### config.mk
export PLATFORM = sky130hd
export DESIGN_NAME = keypad_buffer
export DESIGN_NICKNAME = d
export VERILOG_FILES = /design/src/rtl/keypad_buffer_pkg.sv /design/src/rtl/keypad_buffer_sync_fifo.sv /design/src/rtl/keypad_buffer.sv
export SDC_FILE = /design/constraint.sdc
export NUM_CORES = 1
export LEC_CHECK = 0
export ABC_AREA = 0
export BUFFER_PORTS_ARGS = -buffer_cell sky130_fd_sc_hd__clkbuf_2
export CAP_MARGIN = 40
export CORE_ASPECT_RATIO = 1.75
export CORE_MARGIN = 2
export CORE_UTILIZATION = 62
export CTS_CLUSTER_SIZE = 25
export DETAILED_ROUTE_END_ITERATION = 16
export GPL_ROUTABILITY_DRIVEN = 0
export HOLD_SLACK_MARGIN = 0.08
export PLACE_DENSITY = 0.83
export SLEW_MARGIN = 20
export SYNTH_ARGS = -nofsm -noshare
export SYNTH_HDL_FRONTEND = slang
export SYNTH_SLANG_ARGS = --single-unit
### constraint.sdc
create_clock -name clk -period 6.7 [get_ports clk]
set_input_delay 1.34 -clock clk [delete_from_list [all_inputs] [get_ports clk]]
set_output_delay 1.34 -clock clk [all_outputs]
set_load 0.02 [all_outputs]
### src/rtl/keypad_buffer_pkg.sv
// -----------------------------------------------------------------------------
// keypad_buffer_pkg
// Shared peripheral definitions for the keypad buffer:
//   - CPU register addresses (DATA / STATUS)
//   - STATUS word bit positions
//   - capture FSM state encoding
//   - helper that assembles the STATUS word
// -----------------------------------------------------------------------------
package keypad_buffer_pkg;

    // Register select values seen on the 1-bit addr port
    localparam logic ADDR_DATA   = 1'b0;
    localparam logic ADDR_STATUS = 1'b1;

    // STATUS word layout
    localparam int STAT_NOT_EMPTY = 0;
    localparam int STAT_FULL      = 1;
    localparam int STAT_OVERFLOW  = 2;
    localparam int STAT_COUNT_LSB = 8;
    localparam int STAT_COUNT_MSB = 12;
    localparam int STAT_COUNT_W   = STAT_COUNT_MSB - STAT_COUNT_LSB + 1;

    // Key capture states
    typedef enum logic [1:0] {
        CAP_IDLE    = 2'd0,
        CAP_HELD    = 2'd1,
        CAP_RELEASE = 2'd2
    } cap_state_t;

    // Builds the STATUS word; every bit not named here reads as zero.
    function automatic logic [31:0] pack_status(
        input logic                    not_empty,
        input logic                    full,
        input logic                    overflow,
        input logic [STAT_COUNT_W-1:0] count
    );
        logic [31:0] word;
        word                                = '0;
        word[STAT_NOT_EMPTY]                = not_empty;
        word[STAT_FULL]                     = full;
        word[STAT_OVERFLOW]                 = overflow;
        word[STAT_COUNT_MSB:STAT_COUNT_LSB] = count;
        return word;
    endfunction

endpackage

### src/rtl/keypad_buffer_sync_fifo.sv
// -----------------------------------------------------------------------------
// sync_fifo
// Single-clock circular FIFO with show-ahead output (dout is the current head).
//
// Ports:
//   clk    in   clock, all updates on rising edge
//   rst    in   asynchronous active-high reset (pointers and count only)
//   push   in   write din this cycle
//   pop    in   drop the head entry this cycle
//   din    in   WIDTH-bit write data
//   dout   out  WIDTH-bit head entry (meaningless while empty)
//   full   out  count == DEPTH
//   empty  out  count == 0
//   count  out  number of stored entries, 0..DEPTH
//
// A pop on an empty FIFO is ignored. A push while full is accepted only when
// a pop happens in the same cycle; otherwise it is dropped and the caller is
// expected to flag the overflow.
// -----------------------------------------------------------------------------
module sync_fifo #(
    parameter int DEPTH = 8,
    parameter int WIDTH = 8,
    parameter int CNT_W = $clog2(DEPTH + 1)
) (
    input  logic             clk,
    input  logic             rst,
    input  logic             push,
    input  logic             pop,
    input  logic [WIDTH-1:0] din,
    output logic [WIDTH-1:0] dout,
    output logic             full,
    output logic             empty,
    output logic [CNT_W-1:0] count
);

    localparam int PTR_W = $clog2(DEPTH);

    logic [WIDTH-1:0] mem [DEPTH];
    logic [PTR_W-1:0] wr_ptr;
    logic [PTR_W-1:0] rd_ptr;
    logic             push_ok;
    logic             pop_ok;

    assign full    = (count == CNT_W'(DEPTH));
    assign empty   = (count == '0);
    assign pop_ok  = pop && !empty;
    // A full FIFO can still take a push when the head leaves in the same cycle.
    assign push_ok = push && (!full || pop_ok);
    assign dout    = mem[rd_ptr];

    // Storage carries no reset: an entry is only ever read after being written.
    always_ff @(posedge clk) begin
        if (push_ok) begin
            mem[wr_ptr] <= din;
        end
    end

    // DEPTH is a power of two, so the pointers wrap by plain overflow.
    always_ff @(posedge clk or posedge rst) begin
        if (rst) begin
            wr_ptr <= '0;
            rd_ptr <= '0;
            count  <= '0;
        end else begin
            if (push_ok) begin
                wr_ptr <= wr_ptr + PTR_W'(1);
            end
            if (pop_ok) begin
                rd_ptr <= rd_ptr + PTR_W'(1);
            end
            case ({push_ok, pop_ok})
                2'b10:   count <= count + CNT_W'(1);
                2'b01:   count <= count - CNT_W'(1);
                default: count <= count;
            endcase
        end
    end

endmodule

### src/rtl/keypad_buffer.sv
// -----------------------------------------------------------------------------
// keypad_buffer
// Captures one FIFO entry per keypress from a keypad scanner and exposes the
// FIFO to a CPU through a two-register read-only bus interface.
//
// Ports:
//   clk       in   clock
//   rst       in   asynchronous active-high reset
//   key_code  in   8-bit ASCII code from the scanner, 0 = no key
//   rd        in   one-cycle read strobe
//   addr      in   0 = DATA (pops the FIFO), 1 = STATUS
//   rd_data   out  32-bit registered read result, held until the next rd
//   irq       out  registered "FIFO non-empty"
//
// A key is pushed once when first seen, then ignored until the code has been
// zero long enough to count as released; a non-zero code during the release
// window is treated as contact bounce and returns to the held state.
// -----------------------------------------------------------------------------
module keypad_buffer
    import keypad_buffer_pkg::*;
#(
    parameter int DEPTH          = 8,
    parameter int RELEASE_CYCLES = 16
) (
    input  logic        clk,
    input  logic        rst,
    input  logic [7:0]  key_code,
    input  logic        rd,
    input  logic        addr,
    output logic [31:0] rd_data,
    output logic        irq
);

    localparam int CNT_W = $clog2(DEPTH + 1);
    localparam int REL_W = (RELEASE_CYCLES > 1) ? $clog2(RELEASE_CYCLES) : 1;
    localparam logic [REL_W-1:0] REL_LAST = REL_W'(RELEASE_CYCLES - 1);

    logic [7:0]       code_q;
    cap_state_t       state;
    cap_state_t       state_next;
    logic [REL_W-1:0] rel_cnt;
    logic [REL_W-1:0] rel_cnt_next;
    logic             push;
    logic             data_rd;
    logic             status_rd;
    logic             overflow;
    logic             overflow_event;
    logic [7:0]       fifo_dout;
    logic             fifo_full;
    logic             fifo_empty;
    logic [CNT_W-1:0] fifo_count;

    assign data_rd   = rd && (addr == ADDR_DATA);
    assign status_rd = rd && (addr == ADDR_STATUS);

    // A push is only lost when the FIFO is full and nothing leaves this cycle.
    assign overflow_event = push && fifo_full && !data_rd;

    // Register the scanner code once; every capture decision looks at code_q.
    always_ff @(posedge clk or posedge rst) begin
        if (rst) begin
            code_q <= '0;
        end else begin
            code_q <= key_code;
        end
    end

    // Capture FSM state and release counter.
    always_ff @(posedge clk or posedge rst) begin
        if (rst) begin
            state   <= CAP_IDLE;
            rel_cnt <= '0;
        end else begin
            state   <= state_next;
            rel_cnt <= rel_cnt_next;
        end
    end

    // Capture FSM next state. The push is issued on the IDLE->HELD transition
    // only, so a code change while held never produces a second entry.
    always_comb begin
        state_next   = state;
        rel_cnt_next = rel_cnt;
        push         = 1'b0;
        case (state)
            CAP_IDLE: begin
                if (code_q != 8'd0) begin
                    push       = 1'b1;
                    state_next = CAP_HELD;
                end
            end
            CAP_HELD: begin
                if (code_q == 8'd0) begin
                    state_next   = CAP_RELEASE;
                    rel_cnt_next = '0;
                end
            end
            CAP_RELEASE: begin
                if (code_q != 8'd0) begin
                    state_next = CAP_HELD;
                end else if (rel_cnt == REL_LAST) begin
                    state_next   = CAP_IDLE;
                    rel_cnt_next = '0;
                end else begin
                    rel_cnt_next = rel_cnt + REL_W'(1);
                end
            end
            default: begin
                state_next   = CAP_IDLE;
                rel_cnt_next = '0;
            end
        endcase
    end

    sync_fifo #(
        .DEPTH (DEPTH),
        .WIDTH (8),
        .CNT_W (CNT_W)
    ) u_fifo (
        .clk   (clk),
        .rst   (rst),
        .push  (push),
        .pop   (data_rd),
        .din   (code_q),
        .dout  (fifo_dout),
        .full  (fifo_full),
        .empty (fifo_empty),
        .count (fifo_count)
    );

    // Sticky overflow flag. A STATUS read clears it from the next cycle on,
    // but a simultaneous overflow keeps it set so the event is never lost.
    always_ff @(posedge clk or posedge rst) begin
        if (rst) begin
            overflow <= 1'b0;
        end else if (overflow_event) begin
            overflow <= 1'b1;
        end else if (status_rd) begin
            overflow <= 1'b0;
        end
    end

    // Read data register: loaded only on a strobe and held otherwise.
    // STATUS reports the state as it was before this cycle's push/pop.
    always_ff @(posedge clk or posedge rst) begin
        if (rst) begin
            rd_data <= '0;
        end else if (data_rd) begin
            rd_data <= fifo_empty ? 32'd0 : {24'd0, fifo_dout};
        end else if (status_rd) begin
            rd_data <= pack_status(!fifo_empty, fifo_full, overflow,
                                   STAT_COUNT_W'(fifo_count));
        end
    end

    // Interrupt follows the FIFO count one cycle behind.
    always_ff @(posedge clk or posedge rst) begin
        if (rst) begin
            irq <= 1'b0;
        end else begin
            irq <= (fifo_count != '0);
        end
    end

endmodule
======== Yosys cells after proc, flatten, opt, wreduce, memory -nomap -nowiden ========
Memory sizes are Yosys's and may differ from the RTL's.
Cells that the tools add are included.
operators by class
  bitwise gates (word level) .............. 2
  mux-type cells .......................... 19
  $add $sub $neg .......................... 5
  reductions and logical operators ........ 20
  eq/ne operators ......................... 10
operators by type and width
  kind                                              number
  two-way mux 32 bit                                2
  two-way mux 4 bit                                 3
  one-hot mux 4 bit (3 select lines)                1
  adder 4 x 1 -> 4 bit, second input constant       2
  == test 4 bit, second input constant              2
  zero test 8 bit                                   1
  two-way mux 2 bit                                 4
  two-way mux 8 bit                                 1
  one-hot mux 4 bit (2 select lines)                1
  nonzero test 8 bit                                1
  adder 3 x 1 -> 3 bit, second input constant       2
  logical AND 1 bit                                 6
  two-way mux 1 bit                                 6
  inequality test 2 bit, second input constant      3
  one-hot mux 2 bit (3 select lines)                1
  AND reduction 3 bit                               2
  nonzero test 2 bit                                3
  == test 2 x 1 -> 1 bit, second input constant     2
  == test 2 bit, second input constant              2
  zero test 4 bit                                   1
  nonzero test 4 bit                                1
  subtractor 4 x 1 -> 4 bit, second input constant  1
  zero test 1 bit                                   3
  inequality test 3 bit, second input constant      1
  3 further kinds                                   4
word-level totals
  memory bits (writable) .................. 64
  memories kept ........................... 1
  register bits after elaboration ......... 58
  output and inout bits ................... 33
  input bits .............................. 12
memory list
  memory      depth  width  read ports  clocked after Yosys merged registers in  wr ports  RTL line                       text
  u_fifo.mem  8      8      1           0                                        1         keypad_buffer_sync_fifo.sv:38  logic [WIDTH-1:0] mem [DEPTH];

======== Depth between registers and ports, before layout ========
  depth after elaboration ................. 7
  gate-level depth with buffers ........... 9

======== Hierarchy ========
From an unflattened synthesis, not the netlist that was laid out.
unflattened totals
  cells, all modules ...................... 291
  area total of the unflattened synthesis .. 4449.3 um^2
modules (own cells, without submodules)
  module         seq. area each (um^2)  area an instance (um^2)  cells each  times used
  sync_fifo      2172.1                 3135.5                   165         1
  keypad_buffer  700.7                  1313.8                   126         1

======== Least setup slack after synthesis ========
Ideal clock, no wire load.
  path type ............................... input-to-reg
  from .................................... in addr
  to ...................................... mem u_fifo.mem[0][0], enable pin
  setup slack ............................. 3.576 ns
  buffers on the path ..................... 2
  arrival ................................. 2.740 ns
  stages on the path ...................... 7
  library setup time ...................... 0.383 ns
  required time ........................... 6.317 ns
  cell sequence ........................... buf_2 nand2b_1 nand3_1 and2_1 buf_6 nand2b_1 nor3_1
between the ends
  longest elaborated chain between the ends .. 7
ends and longest elaborated chain
  element                                  RTL line                       text
  start: declaration                       keypad_buffer.sv:29            input logic addr,
  inverter 1 bit                           keypad_buffer.sv:53            assign data_rd = rd && (addr == ADDR_DATA);
  logical AND 1 bit                        keypad_buffer.sv:53
  logical AND 1 bit                        keypad_buffer_sync_fifo.sv:46  assign pop_ok = pop && !empty;
  logical OR 1 bit                         keypad_buffer_sync_fifo.sv:48  assign push_ok = push && (!full || pop_ok);
  logical AND 1 bit                        keypad_buffer_sync_fifo.sv:48
  two-way mux 1 bit                        keypad_buffer_sync_fifo.sv:53  if (push_ok) begin
  two-way mux 1 bit (not written as such)  keypad_buffer_sync_fifo.sv:54  mem[wr_ptr] <= din;
  end: declaration                         keypad_buffer_sync_fifo.sv:38
Every way passes these cells.

======== Worst setup path after layout ========
  from .................................... in rd
  to ...................................... mem u_fifo.mem[0][7], enable pin
between the ends
  longest elaborated chain between the ends .. 6
ends and longest elaborated chain
  element                                  RTL line                       text
  start: declaration                       keypad_buffer.sv:28            input logic rd,
  logical AND 1 bit                        keypad_buffer.sv:53
  logical AND 1 bit                        keypad_buffer_sync_fifo.sv:46
  logical OR 1 bit                         keypad_buffer_sync_fifo.sv:48
  logical AND 1 bit                        keypad_buffer_sync_fifo.sv:48
  two-way mux 1 bit                        keypad_buffer_sync_fifo.sv:53
  two-way mux 1 bit (not written as such)  keypad_buffer_sync_fifo.sv:54
Every way passes these cells.

==> results.sh <==
export IMPL_antenna_cells=0
export IMPL_cts_made_buffers=9
export IMPL_crit_path_frequent_cell="nand2b_1"
export IMPL_ios=45
export IMPL_ant_nets=0
export IMPL_hold_class="reg2reg"
export IMPL_drive_above_1_share_pct=21.4
export IMPL_drt_initial_drc_count=251
export IMPL_die_h_um=113
export IMPL_first_global_vias=2244
export IMPL_max_clock_freq_mhz=316
export IMPL_combinationalPowerShare_pct=21.1
export IMPL_setup_violations_final=0
export IMPL_overflow=0
export IMPL_clkTransAtPathRegs_ns=0.06
export IMPL_clockPowerShare_pct=29.8
export IMPL_power_leakage_nw=1.75
export IMPL_holdWs_ns=0.485
export IMPL_grtUsageMet3_pct=5.52
export IMPL_yosys_warnings=0
export IMPL_syn_avg_cell_area_um2=15.8
export IMPL_grt_pass1_wl_mm=11.9
export IMPL_final_common_cell="edfxtp_1"
export IMPL_place_hpwl_mm=5.31
export IMPL_io_buffers=24
export IMPL_crit_type="in2reg"
export IMPL_die_area_um2=7550
export IMPL_crit_path_max_incr_delay_ns=0.38
export IMPL_netlist_area_um2=4240
export IMPL_switching_share_pct=28.7
export IMPL_grt_use_met2_pct=38.7
export IMPL_synth_edf_count=64
export IMPL_timing_hold_violations_final=0
export IMPL_viasPerCell=5.82
export IMPL_min_period_ns=3.17
export IMPL_synth_seq_cells=102
export IMPL_final_period_utilization_pct=47.3
export IMPL_fin_worst_skew_ns=0.00702
export IMPL_route_vias_total=2219
export IMPL_end_kind="register"
export IMPL_detail_route_wl_per_cell_um=19.7
export IMPL_dr_pass1_iters=4
export IMPL_max_slew_worst_pin_slew_ns=0.754
export IMPL_postRouteWirelength_mm=7.52
export IMPL_cts_buffer_depth=2
export IMPL_cts_htree_levels=3
export IMPL_timing_setup_tns_ns=0
export IMPL_synthArstFlopShare_pct=37.3
export IMPL_crit_slowest_cell="nor3_1"
export IMPL_cts_sinks=102
export IMPL_crit_path_start="rd"
export IMPL_grt_max_degree=39
export IMPL_cp_cell_sequence="clkbuf_2 -> nand2b_1 -> nand3_1 -> and2_1 -> nand2b_1 -> nor3_1 -> buf_2"
export IMPL_ys_seq_area_share_pct=67.7
export IMPL_antenna_found_initial=0
export IMPL_critPathLaunchType="primary input"
export IMPL_rsz0062_at_grt="no"
export IMPL_cts_tree="done"
export IMPL_rows=39
export IMPL_synthFlopType="edfxtp_1"
export IMPL_core_area_um2=6590
export IMPL_internal_power_mw=1.19
export IMPL_outcome="completed"
export IMPL_crit_path_max_fanout=21
export IMPL_drc=0
export IMPL_hold_buffers=0
export IMPL_multi_input_area_um2=1170
export IMPL_p_total_mw=1.67
export IMPL_synthToLayoutAreaGrowth_pct=8.93
export IMPL_die_w_um=66.5
export IMPL_grt_use_met1_pct=25.6
export IMPL_grt_most_used_layer="met2"
export IMPL_crit_required_ns=6.74
export IMPL_ys_types=46
export IMPL_syn_inst=269
export IMPL_track_usage_pct=22.8
export IMPL_nets=310
export IMPL_final_cell_mix="edfxtp_1, dfrtp_1, clkbuf_2"
export IMPL_cts_root_buf="clkbuf_16"
export IMPL_relSlewSlack_pct=49.7
export IMPL_hp_start="overflow"
export IMPL_cellPowerDensity_nw_per_um2=360
export IMPL_drv_slew=0
export IMPL_r2r_start="code_q[4]"
export IMPL_maxCapViolCount=0
export IMPL_ctsResizeCount=0
export IMPL_vdd_drop_max_mv=0.242
export IMPL_arrival_ns=3.21
export IMPL_regArea_um2=2870
export IMPL_post_cts_buffers=0
export IMPL_power_switching_mw=0.479
export IMPL_fillerInstances=408
export IMPL_initial_core_util_pct=64.4
export IMPL_seq_power_share_pct=49.1
export IMPL_clkLatencyLatePin_ns=0.35
[cells in the mapped netlist (3+ instances only)]
library cell,instances,area share (%)
dfrtp_1,38,22
buf_6,3,0.80
a21oi_1,6,0.71
xor2_1,3,0.62
o21ai_0,8,0.94
buf_2,4,0.47
o22ai_1,5,0.74
ha_1,4,1.2
nor2_1,12,1.1
clkbuf_1,5,0.44
inv_1,12,1.1
nand2_1,8,0.71
nand3_1,7,0.83
xnor2_1,4,0.83
nand2b_1,5,0.74
buf_4,21,3.7
edfxtp_1,64,45
mux2i_1,8,1.9
nor3_1,3,0.35
a31oi_1,3,0.44
mux4_2,15,8.0
[worst max-delay path, delay by kind of cell]
family / cells / cell delay (ns)
buf+inv: 2 / 0.61
simple gates: 5 / 1.25
[power groups by stage]
stage          registers [mW]  logic, mW  clock network, mW
3_3_place_gp            0.845      0.314                  0
5_1_grt                 0.831      0.384              0.529
2_1_floorplan           0.800      0.295                  0
3_5_place_dp            0.830      0.354                  0
4_1_cts                 0.818      0.356              0.503
6_report                0.818      0.352              0.496
[stage by stage]
step | cells | cell area [um^2] | util (%) | setup WS, ns
2_1_floorplan | 288 | 4320 | - | 3.58
3_3_place_gp | 362 | 4320 | 65.5 | 3.00
3_5_place_dp | 365 | 4340 | 65.9 | 3.18
4_1_cts | 381 | 4620 | 70.2 | 3.53
5_1_grt | 381 | 4620 | 70.2 | 3.35
6_report | 381 | 4620 | 70.2 | 3.53
[worst paths after layout]
check	endpoint	slack [ns]	cells after the start
max in group asynchronous	rd_data[5]	5.23	3
worst min-delay path	overflow	0.49	2
worst min register to register	overflow	0.49	2
worst max-delay path	u_fifo.mem[0][7]	3.53	7
worst max register to register	u_fifo.mem[0][7]	4.03	6
min in group asynchronous	rel_cnt[3]	1.11	3
[kinds of logic (layout without fill, tap and decap cells)]
family / Yosys count / in the layout / share of synthesized area, %
fa+ha+maj: 4 / 4 / 1.18
flops: 102 / 102 / 67.7
other cells: 1 / 20 / 0.0884
xor+xnor: 7 / 7 / 1.44
buf+inv: 45 / 56 / 6.49
mux: 27 / 27 / 10.9
simple gates: 47 / 47 / 6.52
compound gates: 36 / 36 / 5.69
[area by class of cell]
class	instances	share of cell area [%]
Tap cell	82	2.22
Clock buffer	11	5.03
Sequential cell	102	62.1
Clock inverter	5	1.08
Timing Repair Buffer	28	3.30
Multi-Input combinational cell	141	25.3
Inverter	12	0.974
[sequential cells by signal, summed over array words and instances (netlist names)]
signal and count:
code_q 8, irq 1, overflow 1, rd_data 12, rel_cnt 4, state 2
u_fifo.count 4, u_fifo.mem 64, u_fifo.rd_ptr 3, u_fifo.wr_ptr 3
[metal layers]
metal,wire length (um),vias up,share of wire [%]
li1,-,1014,-
met1,2770,1105,37
met2,4060,80,54
met3,367,20,4.9
met4,326,0,4.3
met5,0,-,0
Note: power is estimated with default switching activity, not from simulation.
